**src/rtl/led_flow_sequencer.sv**
```systemverilog
// led_flow_sequencer
//   Step timebase and pattern generator for the 8-LED bank. Start/stop and mode
//   changes arrive as single-cycle pulses; mode changes made while running are
//   held pending and applied only on a step boundary so `led` never glitches.
//
// Ports
//   clk        in   1  system clock
//   rst        in   1  synchronous active-high reset
//   start      in   1  pulse: begin sequencing from IDLE
//   stop       in   1  pulse: abort sequencing, return to IDLE
//   mode_req   in   2  requested pattern (0 up, 1 down, 2 ping-pong, 3 blink)
//   mode_load  in   1  pulse: capture mode_req
//   led        out  8  registered LED drive, active-high
//   busy       out  1  high while running
//   step_tick  out  1  high in the first cycle of each new led value
//   mode_cur   out  2  mode currently driving led
module led_flow_sequencer #(
    parameter int unsigned TICK_CYCLES = 2500000
) (
    input  logic       clk,
    input  logic       rst,
    input  logic       start,
    input  logic       stop,
    input  logic [1:0] mode_req,
    input  logic       mode_load,
    output logic [7:0] led,
    output logic       busy,
    output logic       step_tick,
    output logic [1:0] mode_cur
);

    localparam logic [24:0] TickMax = 25'(TICK_CYCLES - 1);

    typedef enum logic [0:0] {StIdle, StRun} state_t;

    state_t      state;
    logic [24:0] cnt;
    logic [3:0]  idx;
    logic        dir;       // 0 = up, 1 = down (ping-pong only)
    logic [1:0]  mode_pend;
    logic        pend_vld;

    logic [3:0]  nxt_idx;
    logic        nxt_dir;
    logic [7:0]  nxt_led;
    logic        at_boundary;

    function automatic logic [7:0] first_led(input logic [1:0] m);
        unique case (m)
            2'd0:    first_led = 8'h01;
            2'd1:    first_led = 8'h80;
            2'd2:    first_led = 8'h01;
            default: first_led = 8'hFF;
        endcase
    endfunction

    assign at_boundary = (cnt == TickMax);

    // Next step of the current pattern when no mode change applies.
    always_comb begin
        nxt_idx = idx + 4'd1;
        nxt_dir = dir;
        nxt_led = 8'h00;
        unique case (mode_cur)
            2'd0: begin
                if (idx >= 4'd8) nxt_idx = 4'd0;
                nxt_led = (nxt_idx == 4'd8) ? 8'h00 : (8'h01 << nxt_idx[2:0]);
            end
            2'd1: begin
                if (idx >= 4'd8) nxt_idx = 4'd0;
                nxt_led = (nxt_idx == 4'd8) ? 8'h00 : (8'h80 >> nxt_idx[2:0]);
            end
            2'd2: begin
                // idx is the lit bit position; reverse at either end.
                if (!dir) begin
                    if (idx >= 4'd7) begin
                        nxt_idx = 4'd6;
                        nxt_dir = 1'b1;
                    end
                end else begin
                    if (idx == 4'd0) begin
                        nxt_idx = 4'd1;
                        nxt_dir = 1'b0;
                    end else begin
                        nxt_idx = idx - 4'd1;
                    end
                end
                nxt_led = 8'h01 << nxt_idx[2:0];
            end
            default: begin
                nxt_idx = {3'b000, ~idx[0]};
                nxt_led = idx[0] ? 8'hFF : 8'h00;
            end
        endcase
    end

    always_ff @(posedge clk) begin
        if (rst) begin
            state     <= StIdle;
            cnt       <= '0;
            idx       <= '0;
            dir       <= 1'b0;
            mode_cur  <= 2'd0;
            mode_pend <= 2'd0;
            pend_vld  <= 1'b0;
            led       <= 8'h00;
            busy      <= 1'b0;
            step_tick <= 1'b0;
        end else begin
            unique case (state)
                StIdle: begin
                    cnt       <= '0;
                    idx       <= '0;
                    dir       <= 1'b0;
                    pend_vld  <= 1'b0;
                    led       <= 8'h00;
                    step_tick <= 1'b0;
                    if (mode_load) mode_cur <= mode_req;
                    if (start && !stop) begin
                        state     <= StRun;
                        busy      <= 1'b1;
                        step_tick <= 1'b1;
                        led       <= first_led(mode_load ? mode_req : mode_cur);
                    end
                end
                StRun: begin
                    if (stop) begin
                        state     <= StIdle;
                        busy      <= 1'b0;
                        cnt       <= '0;
                        idx       <= '0;
                        dir       <= 1'b0;
                        pend_vld  <= 1'b0;
                        led       <= 8'h00;
                        step_tick <= 1'b0;
                        if (mode_load) mode_cur <= mode_req;
                    end else if (at_boundary) begin
                        cnt       <= '0;
                        step_tick <= 1'b1;
                        if (mode_load || pend_vld) begin
                            // A load in the boundary cycle beats an older pending one.
                            mode_cur <= mode_load ? mode_req : mode_pend;
                            led      <= first_led(mode_load ? mode_req : mode_pend);
                            idx      <= '0;
                            dir      <= 1'b0;
                            pend_vld <= 1'b0;
                        end else begin
                            idx <= nxt_idx;
                            dir <= nxt_dir;
                            led <= nxt_led;
                        end
                    end else begin
                        cnt       <= cnt + 25'd1;
                        step_tick <= 1'b0;
                        if (mode_load) begin
                            mode_pend <= mode_req;
                            pend_vld  <= 1'b1;
                        end
                    end
                end
                default: state <= StIdle;
            endcase
        end
    end

endmodule

```
**config.mk**
```make
export PLATFORM = sky130hd
export DESIGN_NAME = led_flow_sequencer
export DESIGN_NICKNAME = d
export VERILOG_FILES = /design/src/rtl/led_flow_sequencer.sv
export SDC_FILE = /design/constraint.sdc
export NUM_CORES = 1
export LEC_CHECK = 0
export ABC_AREA = 0
export CORE_MARGIN = 2
export CORE_UTILIZATION = 59
export CTS_BUF_LIST = sky130_fd_sc_hd__clkbuf_16
export CTS_CLUSTER_DIAMETER = 40
export DETAILED_ROUTE_END_ITERATION = 8
export PLACE_DENSITY = 0.82
export RECOVER_POWER = 25
export SYNTH_ARGS = -nofsm -noshare
export SYNTH_HDL_FRONTEND = slang
export SYNTH_SLANG_ARGS = --single-unit
```
**constraint.sdc**
```tcl
create_clock -name clk -period 3.1 [get_ports clk]
set_input_delay 0.62 -clock clk [delete_from_list [all_inputs] [get_ports clk]]
set_output_delay 0.62 -clock clk [all_outputs]
set_load 0.005 [all_outputs]
```
==> results.toml <==
[setup_path]
cp.buffers_inverters = 1
r2r_end = "led[4]"
cp-start-kind = "flip-flop"
reg2regPathDepth = 7
critical-path-top-delay-family = "compound AO/OA/AOI/OAI gates"
path_class = "reg2reg"
crit_slowest_cell = "dfxtp_1"
endpoint_kind = "flip-flop"
r2r_slack_ps = 310
cp_data_arrival_time_ps = 3020
r2r-start = "idx[0]"
cp.required_ps = 3330
cp_cell_sequence = "inv_1, ha_1, a2111oi_0, nor3_1, or4_1, a31oi_1, o22a_1"
cpPeakStageDelay_ps = 600
cp_max_fo = 16

[sta]
post-route-period-util_pct = 90.1
whs_ps = 484
rsz0062_at_grt = "false"
setup_viol = 0
worst_pin_slew_ps = 702
slew_violations = 0
hold_viol = 0
tns_ps = 0
skew_ps = 4.66
fin_ws_ps = 307
maxSlewHeadroom_pct = 53.1
fmax_mhz = 358
min_period_ps = 2790

[cts]
cts_tree = "done"
cts_hold_buffers = 0
cts.path.max_buffers = 2
clk_pin_slew_ps = 60
cts_buffers = 5
h-tree-depth = 2
cts.sinks = 46
clk_latency_ps = 280
cts_setup_buffers = 0
cts_root_buf = "clkbuf_16"
postCtsResizedCells = 0

[route]
drt_iter0_drc = 310
via_count = 2534
postRouteAntennaNets = 0
wirelength_um = 6430
firstDrtPassIters = 5
wire_per_inst_um = 16.2
via_per_inst = 6.40
drc = 0

[synthesis]
synth.avg_cell_area_um2 = 8.02
synth-edff-count = 0
synth_flop_cell = "dfxtp_1"
yosys_register_bits = 46
synth_warnings = 0
yosysUniqueCellTypes = 62
ys_async_sr_fraction_pct = 0
seq_area_frac_synth_pct = 33.9
synth_nets = 350
syn-cell-area_um2 = 2720
synth_cells = 339

[cells_and_area]
final_cells = 396
syn_to_final_growth_pct = 11.6
diodes = 0
final_cell_mix = "nor2_1, dfxtp_1, nand2_1"
final_nets = 354
drive_above_1_share_pct = 5.23

[global_route]
groute.usage.overall_pct = 25.8
grt.overflow.total = 0
grt_pass1_wl_um = 10700
grt_antenna_before_repair = 0
grt_max_degree = 26
grt_pass1_vias = 2288

[die]
rows = 24
io_pins = 19
dieWidth_um = 71.9
start_util_pct = 62.0
core_um2 = 4380
dieArea_um2 = 5170
die_h_um = 71.9

[placement]
port_buffers = 18
dp.cells = 388
place_ws_ps = 385
dp_hpwl_um = 4510
place_congestion = 0.991

[run_status]
status = "completed"

[power]
powerDensity_nw_per_um2 = 428
total_leakage_power_uw = 0.00104
ir_drop_mv = 0.425

[min_path]
hold_end = "led[1]"
hold_start = "led[1]"
holdPathStages = 1
min_path_type = "reg2reg"

[job]
timing.max_cap.violations = 0
-- report_power, final --
part / leakage (µW) / switching [µW] / internal, µW
sequential: 0.000372 / 16.7 / 600
clock: 0.0000836 / 212 / 377
combinational: 0.000587 / 50.9 / 41.6
-- cells in the mapped netlist, types with 2 or more instances --
cell type | instances | area, µm²
xnor2_1 | 17 | 149
a21o_1 | 4 | 30.0
buf_6 | 2 | 22.5
xor2_1 | 8 | 70.1
inv_1 | 8 | 30.0
nor3b_1 | 5 | 37.5
or4_1 | 3 | 22.5
a2111oi_0 | 2 | 17.5
o31ai_1 | 3 | 22.5
dfxtp_1 | 46 | 921
nor4b_1 | 3 | 26.3
and3_1 | 3 | 18.8
or2_2 | 3 | 18.8
nor3_1 | 16 | 80.1
nand2b_1 | 6 | 37.5
a221o_1 | 3 | 30.0
a22o_1 | 4 | 35.0
nor2b_1 | 4 | 25.0
nor2_1 | 46 | 173
buf_2 | 3 | 15.0
a21boi_0 | 2 | 15.0
o211ai_1 | 2 | 15.0
a31oi_1 | 6 | 37.5
o21ai_0 | 15 | 75.1
a311oi_1 | 2 | 17.5
and4_1 | 3 | 26.3
nand3_1 | 12 | 60.1
a21oi_1 | 9 | 45.0
o22a_1 | 4 | 35.0
nand2_1 | 22 | 82.6
clkbuf_1 | 17 | 63.8
mux2i_1 | 4 | 40.0
nor4bb_1 | 2 | 20.0
or3_1 | 6 | 37.5
nand4_1 | 6 | 37.5
nor4_1 | 8 | 50.1
ha_1 | 4 | 50.1
a211oi_1 | 2 | 15.0
-- sequential cells by signal, indices dropped and copies added (netlist names) --
register / flops
cnt: 25
busy: 1
idx: 4
step_tick: 1
led: 8
pend_vld: 1
mode_pend: 2
dir: 1
state: 1
mode_cur: 2
-- through the flow --
step	utilization [%]	power (µW)	instance area, µm²
floorplan	-	681	2720
global placement	65.4	721	2870
finish	69.2	1300	3030
detailed placement	65.4	721	2870
global route	69.2	1340	3030
CTS	69.2	1300	3030
-- layout make-up --
cell class              instances  area, µm²
clock buffers                   5        125
repair buffers                 19        188
inverters                       8       30.0
well taps                      52       65.1
fillers                       372       1350
flip-flops and latches         46        921
clock inverters                 3       40.0
multi-input cells             263       1670
-- worst max-delay path by stage --
| stage | slack, ps | cells after the start | to | startpoint |
|---|---|---|---|---|
| floorplan | 460 | 9 | led[4] | idx[0] |
| global placement | 440 | 7 | led[4] | idx[0] |
| detailed placement | 390 | 7 | led[4] | idx[0] |
| CTS | 360 | 7 | led[4] | idx[0] |
| global route | 7 | 7 | led[4] | idx[0] |
| finish | 310 | 7 | led[4] | idx[0] |
-- worst reg2reg max path: stages, from the launching register on --
cell,delay [ps]
dfxtp_1,600
inv_1,150
ha_1,440
a2111oi_0,510
nor3_1,160
or4_1,540
a31oi_1,200
o22a_1,140
-- routing by layer --
layer | wire (µm) | up-vias | track usage (%)
met5 | 0 | - | 0
li1 | - | 1245 | -
met2 | 2990 | 105 | 39.8
met4 | 116 | 0 | 11.1
met1 | 2940 | 1168 | 35.4
met3 | 384 | 16 | 5.06
-- cells by family (layout without fill, tap and decap cells) --
group | Yosys count | in the layout | share of synthesized area [%]
DFF | 46 | 46 | 33.9
adders and majority gates | 4 | 4 | 1.84
buffers and inverters | 30 | 35 | 4.83
and+or+nand+nor | 158 | 158 | 30.9
xor gates and xnor gates | 25 | 25 | 8.06
AOI/OAI and AO/OA | 71 | 71 | 18.6
muxes | 5 | 5 | 1.89
No activity file was read; power rests on OpenSTA's default activity.
==> RTL change 1, RTL diff (same flow settings) <==
Register the output `led` once more, with the module's reset; this adds one clock of latency there. The other outputs are not delayed to match. Comments in the files are not updated.
--- a/src/rtl/led_flow_sequencer.sv
+++ b/src/rtl/led_flow_sequencer.sv
@@ -32,6 +32,8 @@
     localparam logic [24:0] TickMax = 25'(TICK_CYCLES - 1);
 
     typedef enum logic [0:0] {StIdle, StRun} state_t;
+
+    logic [7:0] led_s0;
 
     state_t      state;
     logic [24:0] cnt;
@@ -103,7 +105,7 @@
             mode_cur  <= 2'd0;
             mode_pend <= 2'd0;
             pend_vld  <= 1'b0;
-            led       <= 8'h00;
+            led_s0    <= 8'h00;
             busy      <= 1'b0;
             step_tick <= 1'b0;
         end else begin
@@ -113,14 +115,14 @@
                     idx       <= '0;
                     dir       <= 1'b0;
                     pend_vld  <= 1'b0;
-                    led       <= 8'h00;
+                    led_s0    <= 8'h00;
                     step_tick <= 1'b0;
                     if (mode_load) mode_cur <= mode_req;
                     if (start && !stop) begin
                         state     <= StRun;
                         busy      <= 1'b1;
                         step_tick <= 1'b1;
-                        led       <= first_led(mode_load ? mode_req : mode_cur);
+                        led_s0    <= first_led(mode_load ? mode_req : mode_cur);
                     end
                 end
                 StRun: begin
@@ -131,7 +133,7 @@
                         idx       <= '0;
                         dir       <= 1'b0;
                         pend_vld  <= 1'b0;
-                        led       <= 8'h00;
+                        led_s0    <= 8'h00;
                         step_tick <= 1'b0;
                         if (mode_load) mode_cur <= mode_req;
                     end else if (at_boundary) begin
@@ -140,14 +142,14 @@
                         if (mode_load || pend_vld) begin
                             // A load in the boundary cycle beats an older pending one.
                             mode_cur <= mode_load ? mode_req : mode_pend;
-                            led      <= first_led(mode_load ? mode_req : mode_pend);
+                            led_s0   <= first_led(mode_load ? mode_req : mode_pend);
                             idx      <= '0;
                             dir      <= 1'b0;
                             pend_vld <= 1'b0;
                         end else begin
                             idx <= nxt_idx;
                             dir <= nxt_dir;
-                            led <= nxt_led;
+                            led_s0 <= nxt_led;
                         end
                     end else begin
                         cnt       <= cnt + 25'd1;
@@ -163,5 +165,13 @@
         end
     end
 
+    always_ff @(posedge clk) begin
+        if (rst) begin
+            led <= '0;
+        end else begin
+            led <= led_s0;
+        end
+    end
+
 endmodule
 
Function: changed (a bounded check fails within 4 cycles, from zero or initial values and one cycle with rst high).
==> RTL change 1 against the unedited design <==
Highest routed layer unchanged; critical endpoint is now led_s0[3]$_SDFFE_PP0P_; power up 14%; wire length up 1.3%; area after synthesis up 5.3%; sequential share of layout area up 2.8 points; count of clock-buffer cells in the layout unchanged; critical path depth up 1; utilization up 0.39 points; via count up 2.7%; largest power group unchanged; cell area up 7.6%; sequential cell count up 8; worst setup slack better by 0.12 ns.
==> RTL change 1: results (changes against the unedited design) <==
- Non-clock buffer share: 7.01% (+0.83 points)
- Global-route wire length before repair: 10800 um (+1.0%)
- Non-CTS buffers: 25 (+6)
- Met2 wire len: 2820 um (-5.8%)
- Largest net degree at the start of global routing: 28 (+7.7%)
- CP Launch Point: idx[1]$_SDFFE_PP0P_
- Met3 usage: 5.76% (+0.70 points)
- M1 GR Usage: 35.7% (+0.35 points)
- First DRT Iteration DRCs: 236 (-24%)
- Fraction of layout cells with a size suffix above 1: 6.45% (+1.2 points)
- Final setup violation count: 0 (unchanged)
- Syn nets: 369 (+5.4%)
- Post-synth ARST share: 0% (unchanged)
- Data arrival, critical path: 2.84 ns (-0.18 ns)
- Post-Place Worst Slack: 0.309 ns (-0.0769 ns)
- WHS Path Cells: 2 (+1)
- Status: complete, no violations
- Clk pin slew, worst setup/hold paths: 0.07 ns
- Vias post-DR: 2602 (+2.7%)
- Vias in the first global route: 2394 (+4.6%)
- Top post-synthesis cells by count: nor2_1 (57), dfxtp_1 (54), nand2_1 (31)
- Clk cell area share: 5.33% (-0.12 points)
- WL met3: 435 um (+13%)
- Critical path fanouts, max: 8 (-8)
- R2r setup slk: 0.42 ns (+0.12 ns)
- Met2 usage: 38.0% (-1.8 points)
- Reg2reg path depth: 8 (+1)
- Worst vdd ir: 0.000277 V (-35%)
- Seq/total area: 33.1% (+2.8 points)
- Synth cell types: 55 (-11%)
- DRT Wirelength: 6510 um (+1.3%)
- Dominant cells by area after synthesis: dfxtp_1 (38%), nor2_1 (7.5%), xor2_1 (4.6%)
- Gp weighted congestion: 0.914 (-7.7%)
- Regs by FF count: cnt: 25 flops, led: 8 flops, led_s0: 8 flops
- Worst-skew pair later-pin latency: 0.30 ns (+0.02 ns)
- Leak pwr: 0.00116 uW (+11%)
- Area of the multi-input gates: 1680 um^2 (+1.1%)
- Fillers: 393 (+5.6%)
- Sw Share: 23.3% (+1.7 points)
- FFs & Latches: 54 (+17%)
- Clock skew: 0.00826 ns (+0.00359 ns)
- Layout Nets: 382 (+7.9%)
- Clock buffer count: 5 (unchanged)
- #MultiIn Comb: 277 (+5.3%)
- Wl on met1: 3170 um (+7.9%)
- Sequential share of the synthesized area: 37.8% (+3.9 points)
- End of the worst register-to-register path: led_s0[3]$_SDFFE_PP0P_
- Max Clk Rate: 0.374 GHz (+4.3%)
- Worst Hold End: busy$_SDFFE_PP0P_
RTL change 1: cells by family (layout without fill, tap and decap cells):
logic type      Yosys count  in the layout  synth area share, %
simple gates            178            178                 32.0
xor+xnor                 24             24                 7.34
flops                    54             54                 37.8
compound gates           67             67                 15.9
fa+ha+maj                 4              4                 1.75
buf+inv                  27             41                 3.80
mux                       4              4                 1.40
RTL change 1: worst max-delay path by stage:
stage / end
2_1_floorplan: led_s0[3]$_SDFFE_PP0P_
3_3_place_gp: led_s0[3]$_SDFFE_PP0P_
3_5_place_dp: led_s0[3]$_SDFFE_PP0P_
4_1_cts: led_s0[3]$_SDFFE_PP0P_
5_1_grt: led_s0[3]$_SDFFE_PP0P_
6_report: led_s0[3]$_SDFFE_PP0P_
RTL change 1: critical path: stages, from the launching register on:
cell and delay [ns]:
dfxtp_1 0.39, inv_1 0.10, ha_1 0.40, a2111oi_0 0.54
a21oi_1 0.22, nand3_1 0.17, nor2_1 0.09, a2111oi_0 0.54
nor3_1 0.09
RTL change 1: power groups by stage:
stage / clock [uW] / combinational (uW) / sequential, uW
4_1_cts: 660 / 103 / 714
2_1_floorplan: 0 / 67.1 / 725
3_5_place_dp: 0 / 101 / 730
6_report: 661 / 104 / 714
5_1_grt: 686 / 114 / 716
3_3_place_gp: 0 / 101 / 730
RTL change 1: stage by stage:
step                      instances  power, uW  area, um^2  utilization [%]  hold WS, ns
after floorplan                 358        792        2860                -        0.430
after global placement          418        831        3080             65.7        0.443
after detailed placement        418        832        3080             65.7        0.446
after CTS                       426       1480        3260             69.4        0.456
after global routing            426       1520        3270             69.6        0.463
final                           426       1480        3270             69.6        0.454
RTL change 1: timing repair:
item,in CTS,in global routing
buffers inserted,0,0
gates resized for setup,0,1
endpoints found under the setup margin,0,1
==> RTL change 2, RTL diff (same settings) <==
Made on the original files. Change the parameter `TICK_CYCLES` from 2500000 to 1250000.
--- a/src/rtl/led_flow_sequencer.sv
+++ b/src/rtl/led_flow_sequencer.sv
@@ -15,7 +15,7 @@
 //   step_tick  out  1  high in the first cycle of each new led value
 //   mode_cur   out  2  mode currently driving led
 module led_flow_sequencer #(
-    parameter int unsigned TICK_CYCLES = 2500000
+    parameter int unsigned TICK_CYCLES = 1250000
 ) (
     input  logic       clk,
     input  logic       rst,
Formal check against the unedited RTL: same outputs for any inputs over 10 cycles, from zero or initial values and one cycle with rst high; that may be too few to reach the edited logic, so the function may still have changed.
==> RTL change 2 against the unedited design <==
Cell area is 0.74% higher; critical path type is now in -> reg; critical endpoint is now led[3]$_SDFFE_PP0P_; highest routed layer unchanged; area after synthesis is 2.0% lower; wire length is 2.8% lower; sequential cell count stayed put; non-clock buffer count is 10 higher; power is 0.73% higher; synthesized cell count is 2.4% lower; final cell count is 1.0% higher; worst setup slack better by 0.31 ns.
==> RTL change 2: results (changes against the unedited design) <==
- #MultiIn Comb: 258 (-1.9%)
- Fraction of layout cells with a size suffix above 1: 7.18% (+2.0 points)
- Die area: 5070 um^2 (-1.9%)
- Placed Cells: 392 (+1.0%)
- WL met3: 326 um (-15%)
- Leak pwr: 0.00107 uW (+3.1%)
- Gp weighted congestion: 0.928 (-6.3%)
- Clk cell area share: 5.44% (about the same)
- Wl on met1: 2880 um (-2.2%)
- Global-route wire length before repair: 10500 um (-1.7%)
- Clock skew: 0.00426 ns (-0.000403 ns)
- Post-DP HPWL: 4480 um (-0.58%)
- Met2 wire len: 2920 um (-2.4%)
- Status: complete, no violations
- Mean Syn Cell Area: 8.05 um^2 (+0.39%)
- Sequential share of the synthesized area: 34.6% (+0.68 points)
- Synth cell types: 57 (-8.1%)
- Top post-synthesis cells by count: dfxtp_1 (46), nor2_1 (42), xor2_1 (18)
- Reg2reg path depth: 5 (-2)
- Largest net degree at the start of global routing: 21 (-19%)
- NetSw: 284 uW (+1.6%)
- Non-clock buffer share: 8.47% (+2.3 points)
- Post-route cell area: 3060 um^2 (+0.74%)
- CP max stage delay: 0.64 ns (+0.04 ns)
- Compound-Gate Fraction of Synth Area: 16.0% (-2.6 points)
- Area of the multi-input gates: 1620 um^2 (-2.8%)
- Xor/xnor share of the synthesized area: 7.89% (-0.17 points)
- Worst r2r src: cnt[4]$_SDFF_PP0_
- Seq/total area: 30.1% (-0.22 points)
- HP Start: cnt[0]$_SDFF_PP0_
- Fillers: 336 (-9.7%)
[RTL change 2: cell types whose count changed in the layout (fill, tap and decap cells not counted), sizes merged, moves of 5 or more]
cell   change
buf        +9
xor2      +10
nand2      -5
a21oi      +5
xnor2     -11
nand4      +5
[RTL change 2: how the worst min path moves through the flow]
stage	end	slack (ns)
2_1_floorplan	cnt[0]$_SDFF_PP0_	0.43
3_3_place_gp	cnt[0]$_SDFF_PP0_	0.44
4_1_cts	cnt[0]$_SDFF_PP0_	0.47
5_1_grt	led[4]$_SDFFE_PP0P_	0.50
6_report	cnt[0]$_SDFF_PP0_	0.46
3_5_place_dp	cnt[0]$_SDFF_PP0_	0.45
[RTL change 2: power groups by stage]
stage	clock [uW]	sequential (uW)	combinational (uW)
2_1_floorplan	0	619	64.2
3_3_place_gp	0	625	99.1
3_5_place_dp	0	626	99.8
4_1_cts	603	613	101
5_1_grt	629	614	109
6_report	596	613	99.2
